[src/rtl/upgrade_scheduler_if.sv]
// Player positions and hit pulses into the upgrade scheduler, and the pickup
// position, visibility and per-player grant state coming back out.
interface upgrade_scheduler_if;
  logic [9:0] BallX;
  logic [9:0] BallY;
  logic [9:0] Ball2X;
  logic [9:0] Ball2Y;
  logic       hit_1;
  logic       hit_2;
  logic [9:0] UpgradeX;
  logic [9:0] UpgradeY;
  logic       upgrade_visible;
  logic       bullet_1_upgraded;
  logic       bullet_2_upgraded;
  logic [7:0] hold_frames_left;

  modport master (
    output BallX, BallY, Ball2X, Ball2Y, hit_1, hit_2,
    input  UpgradeX, UpgradeY, upgrade_visible,
           bullet_1_upgraded, bullet_2_upgraded, hold_frames_left
  );

  modport slave (
    input  BallX, BallY, Ball2X, Ball2Y, hit_1, hit_2,
    output UpgradeX, UpgradeY, upgrade_visible,
           bullet_1_upgraded, bullet_2_upgraded, hold_frames_left
  );
endinterface

[src/rtl/upgrade_scheduler.sv]
// Per-frame pickup lifecycle: cooldown, spawn at a rotating slot, collect or
// expire, then a timed single-holder grant that a hit on the holder revokes.
module upgrade_scheduler #(
  parameter int COOLDOWN_FRAMES = 120,
  parameter int LIFETIME_FRAMES = 300,
  parameter int DURATION_FRAMES = 240,
  parameter int UPGRADE_SIZE    = 8,
  parameter int X_BASE          = 80,
  parameter int X_STEP          = 64,
  parameter int Y_BASE          = 60,
  parameter int Y_STEP          = 40
) (
  input  logic                 frame_clk,
  input  logic                 Reset_n,
  upgrade_scheduler_if.slave   bus
);

  localparam int CNT_W = 16;
  localparam logic [CNT_W-1:0] COOL_RELOAD = CNT_W'(COOLDOWN_FRAMES - 1);
  localparam logic [CNT_W-1:0] LIFE_RELOAD = CNT_W'(LIFETIME_FRAMES - 1);
  localparam logic [7:0]       HOLD_LOAD   = 8'(DURATION_FRAMES);
  localparam logic [10:0]      SIZE_11     = 11'(UPGRADE_SIZE);

  typedef enum logic [1:0] {COOLDOWN, ACTIVE, HELD} state_t;

  state_t           state_q, state_d;
  logic [CNT_W-1:0] cnt_q, cnt_d;
  logic [2:0]       slot_q, slot_d;
  logic             tie_q, tie_d;      // 0: player 1 takes the next tie
  logic [9:0]       x_q, x_d;
  logic [9:0]       y_q, y_d;
  logic             vis_q, vis_d;
  logic             f1_q, f1_d;
  logic             f2_q, f2_d;
  logic [7:0]       hold_q, hold_d;

  logic o1, o2, win1, revoke;

  function automatic logic [9:0] slot_x(input logic [2:0] s);
    return 10'(X_BASE + int'(s) * X_STEP);
  endfunction

  function automatic logic [9:0] slot_y(input logic [2:0] s);
    return 10'(Y_BASE + ((int'(s) * 3) % 8) * Y_STEP);
  endfunction

  function automatic logic [10:0] abs11(input logic signed [10:0] v);
    return (v < 0) ? 11'(-v) : 11'(v);
  endfunction

  // Zero-extend before subtracting so positions near 0 or 1023 never wrap.
  function automatic logic overlaps(input logic [9:0] px, input logic [9:0] py,
                                    input logic [9:0] ux, input logic [9:0] uy);
    logic signed [10:0] dx;
    logic signed [10:0] dy;
    dx = $signed({1'b0, px}) - $signed({1'b0, ux});
    dy = $signed({1'b0, py}) - $signed({1'b0, uy});
    return (abs11(dx) <= SIZE_11) && (abs11(dy) <= SIZE_11);
  endfunction

  assign o1     = overlaps(bus.BallX,  bus.BallY,  x_q, y_q);
  assign o2     = overlaps(bus.Ball2X, bus.Ball2Y, x_q, y_q);
  assign win1   = o1 && (!o2 || !tie_q);
  assign revoke = (f1_q && bus.hit_1) || (f2_q && bus.hit_2);

  always_comb begin
    state_d = state_q;
    cnt_d   = cnt_q;
    slot_d  = slot_q;
    tie_d   = tie_q;
    x_d     = x_q;
    y_d     = y_q;
    vis_d   = vis_q;
    f1_d    = f1_q;
    f2_d    = f2_q;
    hold_d  = hold_q;
    unique case (state_q)
      COOLDOWN: begin
        if (cnt_q == '0) begin
          state_d = ACTIVE;
          vis_d   = 1'b1;
          cnt_d   = LIFE_RELOAD;
          x_d     = slot_x(slot_q);
          y_d     = slot_y(slot_q);
        end else begin
          cnt_d = cnt_q - 1'b1;
        end
      end
      ACTIVE: begin
        if (o1 || o2) begin
          if (o1 && o2) tie_d = ~tie_q;
          state_d = HELD;
          f1_d    = win1;
          f2_d    = ~win1;
          vis_d   = 1'b0;
          hold_d  = HOLD_LOAD;
          slot_d  = slot_q + 3'd1;
        end else if (cnt_q == '0) begin
          state_d = COOLDOWN;
          vis_d   = 1'b0;
          cnt_d   = COOL_RELOAD;
          slot_d  = slot_q + 3'd1;
        end else begin
          cnt_d = cnt_q - 1'b1;
        end
      end
      HELD: begin
        // A revoke and the final grant frame end the same way.
        if (revoke || hold_q == 8'd1) begin
          state_d = COOLDOWN;
          f1_d    = 1'b0;
          f2_d    = 1'b0;
          hold_d  = 8'd0;
          cnt_d   = COOL_RELOAD;
        end else begin
          hold_d = hold_q - 8'd1;
        end
      end
      default: begin
        state_d = COOLDOWN;
        cnt_d   = COOL_RELOAD;
      end
    endcase
  end

  always_ff @(posedge frame_clk or negedge Reset_n) begin
    if (!Reset_n) begin
      state_q <= COOLDOWN;
      cnt_q   <= COOL_RELOAD;
      slot_q  <= 3'd0;
      tie_q   <= 1'b0;
      x_q     <= 10'(X_BASE);
      y_q     <= 10'(Y_BASE);
      vis_q   <= 1'b0;
      f1_q    <= 1'b0;
      f2_q    <= 1'b0;
      hold_q  <= 8'd0;
    end else begin
      state_q <= state_d;
      cnt_q   <= cnt_d;
      slot_q  <= slot_d;
      tie_q   <= tie_d;
      x_q     <= x_d;
      y_q     <= y_d;
      vis_q   <= vis_d;
      f1_q    <= f1_d;
      f2_q    <= f2_d;
      hold_q  <= hold_d;
    end
  end

  assign bus.UpgradeX          = x_q;
  assign bus.UpgradeY          = y_q;
  assign bus.upgrade_visible   = vis_q;
  assign bus.bullet_1_upgraded = f1_q;
  assign bus.bullet_2_upgraded = f2_q;
  assign bus.hold_frames_left  = hold_q;

endmodule

[src/flat_wrapper.sv]
// flat-port wrapper written by rule: the top's interface ports become plain ports
module upgrade_scheduler_flat 
#(
  parameter int COOLDOWN_FRAMES = 120,
  parameter int LIFETIME_FRAMES = 300,
  parameter int DURATION_FRAMES = 240,
  parameter int UPGRADE_SIZE    = 8,
  parameter int X_BASE          = 80,
  parameter int X_STEP          = 64,
  parameter int Y_BASE          = 60,
  parameter int Y_STEP          = 40
)
  (frame_clk, Reset_n, bus_BallX, bus_BallY, bus_Ball2X, bus_Ball2Y, bus_hit_1, bus_hit_2, bus_UpgradeX, bus_UpgradeY, bus_upgrade_visible, bus_bullet_1_upgraded, bus_bullet_2_upgraded, bus_hold_frames_left);
  upgrade_scheduler_if bus_i ();
  input  logic frame_clk;
  input  logic Reset_n;
  input wire logic [$bits(bus_i.BallX)-1:0] bus_BallX;
  input wire logic [$bits(bus_i.BallY)-1:0] bus_BallY;
  input wire logic [$bits(bus_i.Ball2X)-1:0] bus_Ball2X;
  input wire logic [$bits(bus_i.Ball2Y)-1:0] bus_Ball2Y;
  input wire logic [$bits(bus_i.hit_1)-1:0] bus_hit_1;
  input wire logic [$bits(bus_i.hit_2)-1:0] bus_hit_2;
  output wire logic [$bits(bus_i.UpgradeX)-1:0] bus_UpgradeX;
  output wire logic [$bits(bus_i.UpgradeY)-1:0] bus_UpgradeY;
  output wire logic [$bits(bus_i.upgrade_visible)-1:0] bus_upgrade_visible;
  output wire logic [$bits(bus_i.bullet_1_upgraded)-1:0] bus_bullet_1_upgraded;
  output wire logic [$bits(bus_i.bullet_2_upgraded)-1:0] bus_bullet_2_upgraded;
  output wire logic [$bits(bus_i.hold_frames_left)-1:0] bus_hold_frames_left;
  assign bus_i.BallX = bus_BallX;
  assign bus_i.BallY = bus_BallY;
  assign bus_i.Ball2X = bus_Ball2X;
  assign bus_i.Ball2Y = bus_Ball2Y;
  assign bus_i.hit_1 = bus_hit_1;
  assign bus_i.hit_2 = bus_hit_2;
  assign bus_UpgradeX = bus_i.UpgradeX;
  assign bus_UpgradeY = bus_i.UpgradeY;
  assign bus_upgrade_visible = bus_i.upgrade_visible;
  assign bus_bullet_1_upgraded = bus_i.bullet_1_upgraded;
  assign bus_bullet_2_upgraded = bus_i.bullet_2_upgraded;
  assign bus_hold_frames_left = bus_i.hold_frames_left;
  upgrade_scheduler #(.COOLDOWN_FRAMES(COOLDOWN_FRAMES), .LIFETIME_FRAMES(LIFETIME_FRAMES), .DURATION_FRAMES(DURATION_FRAMES), .UPGRADE_SIZE(UPGRADE_SIZE), .X_BASE(X_BASE), .X_STEP(X_STEP), .Y_BASE(Y_BASE), .Y_STEP(Y_STEP)) u_core (.frame_clk(frame_clk), .Reset_n(Reset_n), .bus(bus_i));
endmodule
[config.mk]
export PLATFORM = sky130hd
export DESIGN_NAME = upgrade_scheduler_flat
export DESIGN_NICKNAME = d
export VERILOG_FILES = /design/src/rtl/upgrade_scheduler_if.sv /design/src/rtl/upgrade_scheduler.sv /design/src/flat_wrapper.sv
export SDC_FILE = /design/constraint.sdc
export NUM_CORES = 1
export LEC_CHECK = 0
export BUFFER_PORTS_ARGS = -buffer_cell sky130_fd_sc_hd__buf_2
export CAP_MARGIN = 25
export CORE_ASPECT_RATIO = 0.6
export CORE_MARGIN = 3
export CORE_UTILIZATION = 50
export CTS_BUF_LIST = sky130_fd_sc_hd__clkbuf_8
export CTS_CLUSTER_DIAMETER = 30
export CTS_CLUSTER_SIZE = 12
export DETAILED_ROUTE_END_ITERATION = 12
export GPL_TIMING_DRIVEN = 0
export HOLD_SLACK_MARGIN = 0.05
export PLACE_DENSITY = 0.77
export SLEW_MARGIN = 25
export SYNTH_ARGS = -nofsm -noshare
export SYNTH_HDL_FRONTEND = slang
export SYNTH_SLANG_ARGS = --single-unit
[constraint.sdc]
create_clock -name frame_clk -period 3.7 [get_ports frame_clk]
set_clock_uncertainty 0.1 [all_clocks]
set_input_delay 0.74 -clock frame_clk [delete_from_list [all_inputs] [get_ports frame_clk]]
set_output_delay 0.74 -clock frame_clk [all_outputs]
set_load 0.005 [all_outputs]
; Word-level counts from Yosys, hierarchy flattened
; Index checks and enable logic that the tools add are counted.
[op_classes]
n_mul = 2
n_lt_le_gt_ge = 8
bitwise_logic = 3
eq_ne = 8
n_reduce_logical = 26
n_addsub = 13
mux = 28
[op_table]
columns = operator, count
row1 = $mux 16, 4
row2 = $pmux 16 s3, 1
row3 = $le 11x4->1 const B, 4
row4 = $lt 11x1->1 const B, 4
row5 = $mux 11, 4
row6 = $neg 11->11, 4
row7 = $sub 10x10->11, 4
row8 = $logic_not 16->1, 1
row9 = $mux 8, 2
row10 = $pmux 8 s2, 1
row11 = $sub 16x1->16 const B, 1
row12 = $reduce_and 3->1, 4
row13 = $add 7x10->10 const A, 1
row14 = $add 7x9->10 const A, 1
row15 = $eq 8x1->1 const B, 1
row16 = $mux 2, 4
row17 = $reduce_and 2->1, 4
row18 = $sub 8x1->8 const B, 1
row19 = $mul 4x4->7 const B, 1
row20 = $logic_and 1x1->1, 6
row21 = $mux 1, 6
row22 = $mux 3, 2
row23 = $ne 2x1->1 const B, 3
row24 = $pmux 1 s2, 3
row25 = other kinds (14), 21
[totals]
regBits = 53
input_bits = 44
word_cells = 98
output_inout_bits = 31

; Longest topological paths before layout
; Gate-level depths: netlist of the first run.
[depth]
word_depth = 11
mapped_depth = 15
depth_no_buf = 12

; Worst setup path before layout of the first run
; No wires, ideal clock.
[synth_path]
kind = input to register
start = input bus_Ball2Y[3]
end = register u_core.slot_q[1]
path_buffers = 0
path_stages = 11
path_slack_ns = -0.106
arrival_time_ns = 3.578
cell_sequence = ha_1 > a211o_1 > a311oi_2 > nor4b_1 > or4_1 > nor3_1 > a31oi_1 > nor4b_4 > nor2_2 > a21oi_2 > mux2_1
[synth_between]
elab_chain_cells = 8
elab_cells_between_ends = 10
[synth_rtl]
columns = element, line
row1 = start: declaration, flat_wrapper.sv:20  ; input wire logic [$bits(bus_i.Ball2Y)-1:0] bus_Ball2Y;
row2 = $sub 10x10->11 (*), upgrade_scheduler.sv:57  ; dy = $signed({1'b0, py}) - $signed({1'b0, uy});
row3 = $neg 11->11 or $lt 11x1->1 (tied branches), upgrade_scheduler.sv:48  ; return (v < 0) ? 11'(-v) : 11'(v);
row4 = $mux 11 (*), upgrade_scheduler.sv:48
row5 = $le 11x4->1 (*), upgrade_scheduler.sv:58  ; return (abs11(dx) <= SIZE_11) && (abs11(dy) <= SIZE_11);
row6 = $logic_and 1x1->1 (*), upgrade_scheduler.sv:58
row7 = $logic_or 1x1->1 (*), upgrade_scheduler.sv:90  ; if (o1 || o2) begin
row8 = $reduce_bool 2->1 (no line), n/a
row9 = $reduce_and 2->1 (no line), n/a
row10 = end signal: assignment, upgrade_scheduler.sv:141  ; slot_q <= slot_d;
row11 = end: declaration, upgrade_scheduler.sv:28  ; logic [2:0] slot_q, slot_d;
; Every way passes the cells marked *; elsewhere a longest branch is shown, timed or not.
; A chain may end at the register's enable or synchronous reset.

; Worst setup path in the final report of the first run
[layout_path]
start = register u_core.y_q[3] (netlist: u_core.bus.UpgradeY[3])
end = register u_core.f1_q (netlist: u_core.bus.bullet_1_upgraded)
[layout_between]
elab_chain_cells = 10
elab_cells_between_ends = 20
[layout_rtl]
columns = element, line
row1 = start: declaration, upgrade_scheduler.sv:31  ; logic [9:0] y_q, y_d;
row2 = start signal: assignment, upgrade_scheduler.sv:133  ; y_q <= 10'(Y_BASE);
row3 = start signal: assignment, upgrade_scheduler.sv:144  ; y_q <= y_d;
row4 = $sub 10x10->11, upgrade_scheduler.sv:57
row5 = $neg 11->11 or $lt 11x1->1 (tied branches), upgrade_scheduler.sv:48
row6 = $mux 11, upgrade_scheduler.sv:48
row7 = $le 11x4->1, upgrade_scheduler.sv:58
row8 = $logic_and 1x1->1, upgrade_scheduler.sv:58
row9 = $logic_not 1->1, upgrade_scheduler.sv:63  ; assign win1 = o1 && (!o2 || !tie_q);
row10 = $logic_or 1x1->1, upgrade_scheduler.sv:63
row11 = $logic_and 1x1->1, upgrade_scheduler.sv:63
row12 = $mux 1, upgrade_scheduler.sv:90
row13 = $pmux 1 s2, upgrade_scheduler.sv:77  ; unique case (state_q)
row14 = end signal: assignment, upgrade_scheduler.sv:135  ; f1_q <= 1'b0;
row15 = end signal: assignment, upgrade_scheduler.sv:146  ; f1_q <= f1_d;
row16 = end: declaration, upgrade_scheduler.sv:33  ; logic f1_q, f1_d;
; Several ways; a longest one is shown, not always the timed one. The select of a mux whose other input is x is not followed.

==> results.json, run 1 <==
{
  "min_period_over_period": 0.9966,
  "p_sw_mw": 0.3724,
  "slowest_delay_ns": 0.57,
  "crit_type": "flip-flop to flip-flop",
  "hold_buffers": 0,
  "max_freq_ghz": 0.2712,
  "cts-root-buf": "clkbuf_8",
  "drcViolationCount": 0,
  "place_congestion": 0.8808,
  "htreeDepth": 2,
  "critPathBufInv": 3,
  "arrival_ns": 3.80,
  "p_int_mw": 0.8122,
  "worstPathRequired_ns": 3.81,
  "finalSetupTns_ns": 0,
  "dieArea_sq_um": 10370,
  "synth-seq-area-share": 0.2378,
  "slew_viol_final": 0,
  "post-route-min-period_ns": 3.687,
  "slew_headroom": 0.5078,
  "clk_latency_ns": 0.31,
  "cts.path.max_buffers": 2,
  "drive_gt1_frac": 0.3037,
  "numPortBuffers": 65,
  "ant_nets": 0,
  "cp_max_fo": 4,
  "cts_tree": "done",
  "maxCapViolations": 0,
  "grt_pass1_wl_microns": 21840,
  "async_reset_ff_frac": 1.000,
  "crit_family": "compound AO/OA/AOI/OAI gates",
  "p_sw_frac": 0.3143,
  "place_hpwl_microns": 10050,
  "first_global_vias": 4475,
  "rr_endpoint": "u_core.bus.bullet_1_upgraded",
  "die_h_microns": 80.08,
  "clkTransAtPathRegs_ns": 0.10,
  "timing.final.hold_violations": 0,
  "cp-start-kind": "flip-flop",
  "grt_max_degree": 44,
  "yosysWarnings": 0,
  "fin_util": 0.6600,
  "syn_area_sq_um": 4573,
  "p_per_area_nw_per_um2": 206.6,
  "layout.nets": 736,
  "die_w_microns": 129.5,
  "combinationalPowerShare": 0.275,
  "clock_power_share": 0.329,
  "crit_chain": "inv_4 > ha_1 > a21o_1 > a41o_1 > or3b_1 > o311a_1 > o21bai_1 > a31oi_1 > a2111oi_4 > buf_4 > buf_4 > o31ai_2 > o21a_1 > a41o_1",
  "rows": 26,
  "outcome": "finished clean",
  "avgViaCountPerCell": 6.343,
  "numClockSinks": 43,
  "vdd_drop_max_v": 0.0001593,
  "drtIter0Drc": 494,
  "ioPinCount": 75,
  "final_common_cell": "buf_2",
  "crit_slowest_cell": "dfstp_2",
  "mostFrequentLayoutCells": "65 x buf_2, 42 x inv_1, 40 x nand2_1",
  "worstRegToRegCells": 14,
  "grt_antenna_before_repair": 0,
  "worstMarginPinSlew_ns": 0.7315,
  "worstSetupEndpointType": "flip-flop",
  "power_mw": 1.185,
  "start_util": 0.5265,
  "leakage_nw": 2.493,
  "postLayoutCellArea_sq_um": 5733,
  "nFillCells": 685,
  "cts_buffers": 5,
  "seqPwrFrac": 0.397,
  "synth.distinct_cells": 88,
  "ff2ff_setup_slack_ns": 0.01,
  "grtUsageTotal": 0.2587,
  "synth.avg_cell_area_sq_um": 8.240,
  "rsz0062_at_grt": "true",
  "antenna_cells": 0,
  "core-area_sq_um": 8686,
  "synth-edff-count": 0,
  "drt_first_pass_iters": 5,
  "wl_per_cell_microns": 17.81,
  "rr_startpoint": "u_core.bus.UpgradeY[3]",
  "placed_cell_area_sq_um": 5065,
  "fin_hold_ws_ns": 0.3040,
  "areaGrowthSynthToFinish_pct": 25.36,
  "ys_seq_elements": 43,
  "setup_viol": 0,
  "vias": 4846,
  "syn-instance-count": 555,
  "wirelength_microns": 13610,
  "overflow": 0,
  "hold_path_class": "input port to async pin",
  "synth_top_flop_cell": "dfrtp_1"
}
==> worst register-to-register path: cells and delay by family (launching register included) <==
kind | cells | cell delay [ns]
buffers and inverters | 3 | 0.42
AO/OA/AOI/OAI | 9 | 1.80
adder cells (fa/ha/maj) | 1 | 0.33
flip-flops | 1 | 0.57
AND/OR/NAND/NOR | 1 | 0.38
==> area by class of cell <==
type	instances	area, sq um	share of cell area
Clock inverter	3	46.29	0.008075
Multi-Input combinational cell	452	3575	0.6235
Sequential cell	43	1087	0.1897
Inverter	43	163.9	0.02859
Clock buffer	5	68.82	0.01200
Buffer	24	155.1	0.02706
Tap cell	112	140.1	0.02444
Timing Repair Buffer	82	496.7	0.08664
==> logic make-up after synthesis <==
group,count (synthesis),share of synthesized area
AOI/OAI and AO/OA,182,0.2887
xor gates and xnor gates,24,0.04597
adders and majority gates,41,0.1155
buffers and inverters,68,0.06840
DFF,43,0.2378
muxes,9,0.02052
other,2,0.001642
and+or+nand+nor,186,0.2216
==> synthesized netlist by cell type (7+ instances only) <==
cell type / instances / area [sq um]
a31oi_1: 10 / 62.56
a21o_1: 7 / 52.55
or3_1: 11 / 68.82
dfrtp_1: 34 / 850.8
clkbuf_1: 10 / 37.54
dfstp_2: 9 / 236.5
nor3_1: 16 / 80.08
nand4_1: 7 / 43.79
xor2_1: 9 / 78.83
o2bb2ai_1: 8 / 70.07
o21ai_1: 7 / 35.03
nand2_1: 47 / 176.4
nand2b_1: 7 / 43.79
o21ai_0: 33 / 165.2
buf_4: 11 / 82.58
xnor2_1: 15 / 131.4
ha_1: 39 / 488.0
nor2_1: 29 / 108.9
or2_2: 7 / 43.79
inv_1: 43 / 161.4
a21oi_1: 31 / 155.2
nand3_1: 16 / 80.08
==> how the worst max path moves through the flow <==
stage	startpoint	slack [ns]	endpoint	depth (start not counted)
floorplan	bus_Ball2Y[3]	0.02	u_core.slot_q[1]	11
global placement	bus_Ball2X[4]	-0.47	u_core.slot_q[1]	13
detailed placement	bus_Ball2X[4]	-0.66	u_core.slot_q[1]	13
CTS	bus_BallY[2]	0.01	u_core.bus.bullet_2_upgraded	16
global route	u_core.bus.UpgradeY[3]	-0.11	u_core.bus.bullet_2_upgraded	15
finish	u_core.bus.UpgradeY[3]	0.01	u_core.bus.bullet_1_upgraded	14
==> layer usage <==
metal	GRT usage	vias to the layer above	wire, microns
li1	-	2266	-
met1	0.3833	2308	6445
met2	0.3982	249	5883
met3	0.03987	23	1105
met4	0.05705	0	175
met5	0	-	0
==> stage by stage <==
stage | worst slack [ns] | std cells
3_5_place_dp | -0.6619 | 739
4_1_cts | 0.01026 | 756
6_report | 0.01272 | 764
5_1_grt | -0.1139 | 764
3_3_place_gp | -0.4663 | 739
2_1_floorplan | 0.01721 | 562
==> registers in the layout, indices dropped and copies added (netlist names) <==
signal,cells
u_core.cnt_q,16
u_core.bus.hold_frames_left,8
u_core.bus.UpgradeY,7
u_core.bus.UpgradeX,3
u_core.slot_q,3
u_core.state_q,2
u_core.bus.bullet_1_upgraded,1
u_core.bus.bullet_2_upgraded,1
u_core.bus.upgrade_visible,1
u_core.tie_q,1
==> power groups by stage <==
| stage | Sequential, mW | Clock, mW | Combinational, mW |
|---|---|---|---|
| 6_report | 0.470 | 0.389 | 0.325 |
| 5_1_grt | 0.470 | 0.411 | 0.355 |
| 4_1_cts | 0.470 | 0.391 | 0.292 |
| 3_5_place_dp | 0.479 | 0 | 0.278 |
| 3_3_place_gp | 0.479 | 0 | 0.265 |
| 2_1_floorplan | 0.479 | 0 | 0.195 |
==> what timing repair did <==
item,CTS,global route
resized for setup,21,58
gates cloned,0,4
buffers inserted,10,4
setup endpoints to repair,41,38
pin swaps,8,16
Power figures use the tool's default switching activity.
==> run 2: changes to the inputs <==
- BUFFER_PORTS_ARGS: -buffer_cell sky130_fd_sc_hd__buf_2 -> unset
- DONT_BUFFER_PORTS: unset -> 1
- GPL_ROUTABILITY_DRIVEN: unset -> 1
- PLACE_DENSITY: 0.77 -> 0.7
==> run 2 against run 1 <==
  * The run now ends with setup timing left
  * Routed wire length decreased by 5.4%
  * Maximum frequency decreased by 2.9%
  * Sequential power about the same
  * Final area decreased by 6.9%
  * Global-route usage decreased by 1.9 points
  * Utilization decreased by 4.5 points
  * Critical endpoint is now u_core.cnt_q[15]
  * Power decreased by 4.9%
  * Die area unchanged
  * Count of clock-buffer cells in the layout unchanged
  * Register-to-register slack got worse by 0.11 ns
==> results.json, run 2 (same netlist as run 1, synthesis figures left out) <==
{
  "rsz0062_at_grt": "true",
  "hold_path_class": "input port to async pin",
  "rr_startpoint": "u_core.bus.UpgradeY[3]",
  "drtIter0Drc": 373,
  "die_w_microns": 129.5,
  "place_congestion": 0.8895,
  "vias": 4468,
  "drive_gt1_frac": 0.2061,
  "slew_viol_final": 0,
  "violations": "setup timing",
  "min_period_over_period": 1.026,
  "timing.final.hold_violations": 0,
  "core-area_sq_um": 8686,
  "finalSetupTns_ns": -1.150,
  "rows": 26,
  "areaGrowthSynthToFinish_pct": 16.74,
  "cts-root-buf": "clkbuf_8",
  "multiInputGateArea_sq_um": 3505,
  "cp_max_fo": 6,
  "endpoint": "u_core.cnt_q[15]",
  "max_freq_ghz": 0.2634,
  "drt_first_pass_iters": 5,
  "avgViaCountPerCell": 6.392,
  "layout.nets": 671,
  "ant_nets": 0,
  "first_global_vias": 4006,
  "cts_tree": "done",
  "worstRegToRegCells": 15,
  "wl_per_cell_microns": 18.42,
  "worstSetupEndpointType": "flip-flop",
  "antenna_cells": 0,
  "setup_viol": 24,
  "grt_pass1_wl_microns": 20220,
  "htreeDepth": 2,
  "arrival_ns": 3.92,
  "cts_buffers": 5,
  "top_register": "u_core.cnt_q",
  "grt_max_degree": 35,
  "leakage_nw": 2.209,
  "post-route-min-period_ns": 3.797,
  "worstMarginPinSlew_ns": 0.6728,
  "overflow": 0,
  "crit_type": "flip-flop to flip-flop",
  "largest_reg_flops": 16,
  "rr_endpoint": "u_core.cnt_q[15]",
  "dieArea_sq_um": 10370,
  "cp-start-kind": "flip-flop",
  "cts.path.max_buffers": 2,
  "p_per_area_nw_per_um2": 210.9,
  "fin_hold_ws_ns": 0.1615,
  "start_util": 0.5265,
  "wirelength_microns": 12880,
  "clkTransAtPathRegs_ns": 0.09,
  "numPortBuffers": 0,
  "drcViolationCount": 0,
  "ioPinCount": 75,
  "slew_headroom": 0.5505,
  "power_mw": 1.126,
  "vdd_drop_max_v": 0.0001287,
  "setup_slack_ns": -0.09696,
  "ff_latch_area_sq_um": 1087,
  "numClockSinks": 43,
  "final_common_cell": "inv_1",
  "clk_latency_ns": 0.31,
  "ff2ff_setup_slack_ns": -0.1,
  "crit_start": "u_core.bus.UpgradeY[3]",
  "outcome": "finished, violations left",
  "grtUsageTotal": 0.2395,
  "place_hpwl_microns": 9524,
  "maxCapViolations": 0,
  "mostFrequentLayoutCells": "43 x inv_1, 38 x nand2_1, 37 x ha_1",
  "nFillCells": 745,
  "worstPathRequired_ns": 3.82,
  "grt_antenna_before_repair": 0,
  "die_h_microns": 80.08
}
## run 2: final cells by class
cell class | count | share of cell area
multi-input cells | 451 | 0.6564
flip-flops and latches | 43 | 0.2037
repair buffers | 18 | 0.03328
inverters | 43 | 0.03070
plain buffers | 24 | 0.02906
well taps | 112 | 0.02625
clock buffers | 5 | 0.01289
clock inverters | 3 | 0.007734
## run 2: repair_timing
action	CTS	global route
cloned	1	2
buffers inserted	9	5
pin swaps	5	6
hold buffers	1	0
resized for setup	23	45
hold endpoints to repair	34	0
endpoints found under the setup margin	41	41
## run 2: power breakdown
group          internal [mW]  switching [mW]
Sequential             0.470       0.0000142
Combinational          0.117           0.163
Clock                  0.199           0.177
## run 2: worst min-delay path by stage
stage | depth (start not counted) | slack, ns | from | end
floorplan | 0 | 0.34 | Reset_n | u_core.bus.UpgradeX[7]
global placement | 0 | 0.35 | Reset_n | u_core.cnt_q[7]
detailed placement | 0 | 0.35 | Reset_n | u_core.cnt_q[7]
CTS | 0 | 0.16 | Reset_n | u_core.cnt_q[1]
global route | 0 | 0.15 | Reset_n | u_core.bus.UpgradeY[3]
finish | 1 | 0.16 | Reset_n | u_core.bus.hold_frames_left[3]
## run 2: layer usage
layer  track usage  part of all wire  up-vias
met5             0                 0        -
li1              -                 -     2139
met1        0.3862              0.51     2140
met4       0.03631            0.0080        0
met2        0.3311              0.41      178
met3       0.04452             0.077       11
## run 2: critical path: stages, from the launching register on
cell       delay (ns)
dfstp_2          0.67
inv_4            0.08
ha_4             0.25
a211o_4          0.35
a311oi_4         0.36
nor4b_2          0.09
or4_4            0.57
nor3_4           0.18
a31oi_4          0.05
nor4b_4          0.23
buf_6            0.19
o21ai_4          0.09
buf_6            0.17
clkbuf_16        0.15
nand3_2          0.06
o2bb2ai_1        0.11
## run 2: metrics by stage
step                      setup WS [ns]  std cells  area [sq um]    util
after detailed placement        -0.4670        674          4740  0.5457
after global routing            -0.2689        699          5339  0.6147
after CTS                      -0.04317        693          5059  0.5824
after global placement          -0.3990        674          4740  0.5457
after floorplan                 0.01721        562          4599       -
final                          -0.09696        699          5339  0.6147
